## config.mk

```make
export PLATFORM = sky130hd
export DESIGN_NAME = gpr_wb_arbiter
export DESIGN_NICKNAME = d
export VERILOG_FILES = /design/src/rtl/gpr_wb_arbiter.sv
export SDC_FILE = /design/constraint.sdc
export NUM_CORES = 1
export LEC_CHECK = 0
export ABC_CLOCK_PERIOD_IN_PS = 7650
export CORE_ASPECT_RATIO = 0.7
export CORE_MARGIN = 1.5
export CORE_UTILIZATION = 48
export DETAILED_ROUTE_END_ITERATION = 7
export PLACE_DENSITY_LB_ADDON = 0.3
export RECOVER_POWER = 25
export SLEW_MARGIN = 20
export SYNTH_ARGS = -nofsm -noshare
export SYNTH_HDL_FRONTEND = slang
export SYNTH_SLANG_ARGS = --single-unit
```

## constraint.sdc

```tcl
create_clock -name clk -period 7.65 [get_ports clk]
set_input_delay 0.765 -clock clk [delete_from_list [all_inputs] [get_ports clk]]
set_output_delay 0.765 -clock clk [all_outputs]
set_load 0.05 [all_outputs]
```

## src/rtl/gpr_wb_arbiter.sv

```systemverilog
// rtl/gpr_wb_arbiter.sv - GPR write-port arbiter with mul/div result FIFO and busy scoreboard
//
// Shares the single GPR write port between the WB stage and buffered
// multiply/divide results. A starvation counter guarantees that a buffered
// head is written within STARVE_LIMIT+1 cycles, even under back-to-back
// pipeline writes. A 32-entry busy scoreboard flags hazards to decode for
// registers whose mul/div result has not yet reached the GPR.
module gpr_wb_arbiter #(
  parameter int DEPTH        = 2,
  parameter int STARVE_LIMIT = 3
) (
  input  logic        clk,
  input  logic        Reset,

  input  logic        pipe_wr,
  input  logic [4:0]  pipe_rd,
  input  logic [31:0] pipe_data,
  input  logic [31:0] pipe_pc,
  output logic        pipe_stall,

  input  logic        md_issue,
  input  logic [4:0]  md_issue_rd,
  input  logic        md_valid,
  output logic        md_ready,
  input  logic [4:0]  md_rd,
  input  logic [31:0] md_data,
  input  logic [31:0] md_pc,

  input  logic [4:0]  dec_rs,
  input  logic [4:0]  dec_rt,
  output logic        hazard,

  output logic        gpr_WR,
  output logic [4:0]  gpr_mod_reg,
  output logic [31:0] gpr_in_data,
  output logic [31:0] gpr_pc
);

  localparam int PTR_W = (DEPTH > 1) ? $clog2(DEPTH) : 1;
  localparam int CNT_W = $clog2(DEPTH + 1);
  localparam int SC_W  = (STARVE_LIMIT > 0) ? $clog2(STARVE_LIMIT + 1) : 1;

  localparam logic [CNT_W-1:0] DEPTH_C  = CNT_W'(DEPTH);
  localparam logic [SC_W-1:0]  LIMIT_C  = SC_W'(STARVE_LIMIT);
  localparam logic [PTR_W-1:0] LAST_PTR = PTR_W'(DEPTH - 1);

  // Result FIFO storage (data path only, never needs reset)
  logic [4:0]       r_fifo_rd   [DEPTH];
  logic [31:0]      r_fifo_data [DEPTH];
  logic [31:0]      r_fifo_pc   [DEPTH];

  logic [PTR_W-1:0] r_head;
  logic [PTR_W-1:0] r_tail;
  logic [CNT_W-1:0] r_count;
  logic [SC_W-1:0]  r_starve;
  logic [31:0]      r_busy;

  logic             w_push;
  logic             w_pop;
  logic             w_fifo_ne;
  logic             w_force;
  logic             w_head_grant;
  logic             w_pipe_grant;
  logic [4:0]       w_head_rd;
  logic [31:0]      w_head_data;
  logic [31:0]      w_head_pc;
  logic [31:0]      w_busy_nxt;

  // Ring pointer advance; DEPTH need not be a power of two
  function automatic logic [PTR_W-1:0] ptr_inc(input logic [PTR_W-1:0] p);
    return (p == LAST_PTR) ? '0 : p + 1'b1;
  endfunction

  assign w_fifo_ne   = (r_count != '0);
  assign w_head_rd   = r_fifo_rd[r_head];
  assign w_head_data = r_fifo_data[r_head];
  assign w_head_pc   = r_fifo_pc[r_head];

  // A full FIFO refuses a result even if it pops this cycle: keeps md_ready
  // independent of the arbitration outcome.
  assign md_ready = (r_count < DEPTH_C) && !Reset;
  assign w_push   = md_valid && md_ready;

  // A starved head overrides the pipeline and holds its write.
  assign w_force      = w_fifo_ne && (r_starve == LIMIT_C) && !Reset;
  assign w_head_grant = w_force || (!pipe_wr && w_fifo_ne && !Reset);
  assign w_pipe_grant = !w_force && pipe_wr && !Reset;
  assign w_pop        = w_head_grant;
  assign pipe_stall   = w_force;

  // Winner drives the GPR write port combinationally; $0 writes are suppressed
  always_comb begin
    gpr_WR      = 1'b0;
    gpr_mod_reg = 5'd0;
    gpr_in_data = 32'd0;
    gpr_pc      = 32'd0;
    if (w_head_grant) begin
      gpr_WR      = (w_head_rd != 5'd0);
      gpr_mod_reg = w_head_rd;
      gpr_in_data = w_head_data;
      gpr_pc      = w_head_pc;
    end else if (w_pipe_grant) begin
      gpr_WR      = (pipe_rd != 5'd0);
      gpr_mod_reg = pipe_rd;
      gpr_in_data = pipe_data;
      gpr_pc      = pipe_pc;
    end
  end

  // Capture accepted mul/div results at the tail slot
  always_ff @(posedge clk) begin
    if (w_push) begin
      r_fifo_rd[r_tail]   <= md_rd;
      r_fifo_data[r_tail] <= md_data;
      r_fifo_pc[r_tail]   <= md_pc;
    end
  end

  // FIFO pointers and occupancy
  always_ff @(posedge clk or posedge Reset) begin
    if (Reset) begin
      r_head  <= '0;
      r_tail  <= '0;
      r_count <= '0;
    end else begin
      if (w_push) r_tail <= ptr_inc(r_tail);
      if (w_pop)  r_head <= ptr_inc(r_head);
      case ({w_push, w_pop})
        2'b10:   r_count <= r_count + 1'b1;
        2'b01:   r_count <= r_count - 1'b1;
        default: r_count <= r_count;
      endcase
    end
  end

  // Count consecutive lost arbitrations of the current head, saturating
  always_ff @(posedge clk or posedge Reset) begin
    if (Reset) begin
      r_starve <= '0;
    end else if (!w_fifo_ne || w_head_grant) begin
      r_starve <= '0;
    end else if (r_starve != LIMIT_C) begin
      r_starve <= r_starve + 1'b1;
    end
  end

  // Next busy vector: a new issue to the same register outranks the clear
  always_comb begin
    w_busy_nxt = r_busy;
    if (w_head_grant) w_busy_nxt[w_head_rd] = 1'b0;
    if (md_issue)     w_busy_nxt[md_issue_rd] = 1'b1;
    w_busy_nxt[0] = 1'b0;
  end

  // Scoreboard register
  always_ff @(posedge clk or posedge Reset) begin
    if (Reset) begin
      r_busy <= '0;
    end else begin
      r_busy <= w_busy_nxt;
    end
  end

  assign hazard = r_busy[dec_rs] | r_busy[dec_rt] | (md_issue & r_busy[md_issue_rd]);

endmodule

```

==> impl_metrics.toml <==
[setup_path]
r2r_slack_ps = 5240
cp_data_arrival_time_ps = 4100
cp-startpoint = "Reset"
rr_worst_depth = 7
critPathRequiredTime_ps = 6880
path_class = "input port to primary output"
critPathSlowestCell = "clkdlybuf4s50_1"
cp_top_family = "buffers and inverters"
crit_chain = "clkdlybuf4s50_1 > inv_1 > buf_4 > and3_1 > nor3b_4 > buf_4 > nand2_1 > o21ai_0 > clkdlybuf4s50_1"
cp_num_buf_inv = 5
worstSetupStartpointType = "input port"
crit_cells = 9
crit_path_end_kind = "primary output"
cp_max_fo = 64
r2r-start = "r_starve[0]$_DFFE_PP0P_"
r2r_end = "r_busy[24]$_DFF_PP0_"
cp_slowest_stage_delay_ps = 840

[cts]
numCtsBuffers = 17
postCtsResizedCells = 0
clkLatencyLatePin_ps = 430
tritoncts = "yes"
post_cts_buffers = 0
htreeDepth = 4
clkSinkCount = 175
cts.path.max_buffers = 2
ctsRootBufferMaster = "clkbuf_16"
clk_pin_slew_ps = 70
cts_hold_buf = 0

[synth]
synth_ff_type = "edfxtp_1"
synth_fp_nets = 797
synthArstFlopShare_pct = 21.14
yosys.area.top_type = "edfxtp_1"
yosys-top-cells-area = "edfxtp_1 (51%), dfrtp_1 (11%), mux2i_1 (11%)"
syn_area_per_cell_um2 = 12.76
synth_edf_count = 138
yosys_warnings = 0
synth-seq-cells = 175
yosysUniqueCellTypes = 48
synth_cells = 637
synth_area_um2 = 8130
synth_seq_area_share_pct = 62.36
yosysTopAreaCellShare_pct = 50.97

[power]
clkPwrFrac_pct = 27.2
p_int_w = 0.002268
leakagePower_nw = 4.071
switching_share_pct = 35.60
report.power.total_w = 0.003522
comb_power_share_pct = 33.4
power.density_nw_per_um2 = 312.6
p_sw_w = 0.001254
ir_worst_vdd_v = 0.0001779
seq_power_share_pct = 39.4

[timing]
setup_viol = 0
max_slew_margin_pct = 27.27
hold_viol_final = 0
fin_crit_sh_pct = 63.62
worst_pin_slew_ps = 1087
post-route-min-period_ps = 4867
fmax_mhz = 205.5
rsz0062_at_grt = "false"
skew_ps = 10.64
slew_viol_final = 0
fin_setup_tns_ps = 0

[grt]
grt_overflow_total = 0
grt_pass1_vias = 6249
global_route.usage.met2_pct = 39.53
grt.total_usage_pct = 25.73
grt_first_pass_wirelength_mm = 33.90
antenna_found_initial = 3
top_usage_layer = "met2"
grt_util_met3_pct = 7.474
use_met1_pct = 35.59
grt_start_max_net_pins = 70

[placed_design]
portBuffers = 230
routabilityCongestion = 0.9198
placedCellCount = 1065
place_hpwl_mm = 15.83

[floorplanning]
die_w_um = 158.6
start_util_pct = 49.44
rows = 39
ios = 231
dieArea_um2 = 17740
core_area_um2 = 16440
die_h_um = 111.9

[drt]
drt_wl_total_mm = 21.94
viasPerCell = 5.635
first_pass_iters = 5
num_vias = 6199
drc = 0
first_iter_violations = 552
wire_per_inst_um = 19.94
detail-route-antenna-nets = 0

[hold_path]
holdPathEnd = "r_count[0]$_DFFE_PP0P_"
hold_path_depth = 1
hp-start = "r_count[0]$_DFFE_PP0P_"
min_path_type = "flop to flop"

[run]
max-cap-violations = 0

[finish]
finalNonFillerCells = 1100
utilization_pct = 68.50
final_common_cell = "clkdlybuf4s50_1"
final_cell_mix = "clkdlybuf4s50_1 (175), edfxtp_1 (138), o21ai_0 (135), nand2_1 (86), mux2i_1 (86)"
area_growth_pct = 38.55
fin_nets = 1019
drive_gt1_share_pct = 6.995

[run_status]
outcome = "completed"
-- flip-flops by register name (all words and copies together) (netlist names) --
signal and count:
r_count 2, r_starve 2, r_busy 31, r_fifo_pc 64, r_fifo_data 64, r_fifo_rd 10, r_tail 1, r_head 1
-- cells by family (layout without fill, tap and decap cells) --
group                    Yosys count  after routing  synth area share [%]
multiplexers                     103            103                 14.42
buffers and inverters             43            278                 2.678
flip-flops                       175            175                 62.36
XOR/XNOR                           6              6                0.6463
adder cells (fa/ha/maj)            2              2                0.3077
other                              0              3                     0
AO/OA/AOI/OAI                    164            164                 11.17
AND/OR/NAND/NOR                  144            144                 8.418
-- worst reg2reg max path: stages (launching register included) --
cell and delay (ps):
dfrtp_1 360, ha_1 260, nand2b_1 150, nand3_2 360, inv_1 450, nand2_1 320, o21ai_0 260, o21ai_0 120
-- stage by stage --
step	worst slack, ps	hold WS, ps	instance area [µm²]
2_1_floorplan	2505	460.4	8130
3_3_place_gp	2948	500.6	10600
3_5_place_dp	2820	532.3	10600
4_1_cts	2802	544.6	11260
5_1_grt	2575	564.4	11260
6_report	2783	552.9	11260
-- worst max-delay path by stage --
| stage | to | slack (ps) |
|---|---|---|
| after floorplan | r_fifo_data[0][0]$_DFFE_PP_ | 2510 |
| after global placement | gpr_pc[23] | 2950 |
| after detailed placement | gpr_pc[8] | 2820 |
| after CTS | gpr_pc[8] | 2800 |
| after global routing | gpr_pc[8] | 2580 |
| final | gpr_pc[8] | 2780 |
-- Yosys cell counts (4+ instances only) --
library cell	count
nor2b_1	6
nand2_1	86
a21oi_1	4
clkbuf_1	9
nand3b_1	6
nor2_1	10
nor3_1	5
mux4_2	8
mux2_2	7
dfrtp_1	37
nand3_1	6
nand2b_1	5
o22ai_1	5
o21ai_0	135
a32o_1	4
buf_2	18
edfxtp_1	138
mux2i_1	86
inv_1	10
xnor2_1	4
-- cell type report --
cell class	count	area [µm²]
multi-input combinational	419	2863
antenna	3	7.507
tap	225	281.5
inverter	10	37.54
clock inverter	14	225.2
timing repair buffer	236	2347
clock buffer	18	429.2
fill	1165	5180
sequential	175	5074
-- power groups by stage --
stage / logic (W) / clock network [W] / registers [W]
floorplan: 0.000843 / 0 / 0.00129
global placement: 0.00115 / 0 / 0.00139
detailed placement: 0.00118 / 0 / 0.00140
CTS: 0.00118 / 0.000973 / 0.00138
global route: 0.00126 / 0.00101 / 0.00141
finish: 0.00117 / 0.000958 / 0.00139
-- layer usage --
metal | routed length [µm] | vias to the layer above
met3 | 1815 | 31
met5 | 0 | -
met2 | 10270 | 289
met1 | 9533 | 3019
li1 | - | 2860
met4 | 313 | 0
Note: power is estimated with default switching activity, not from simulation.
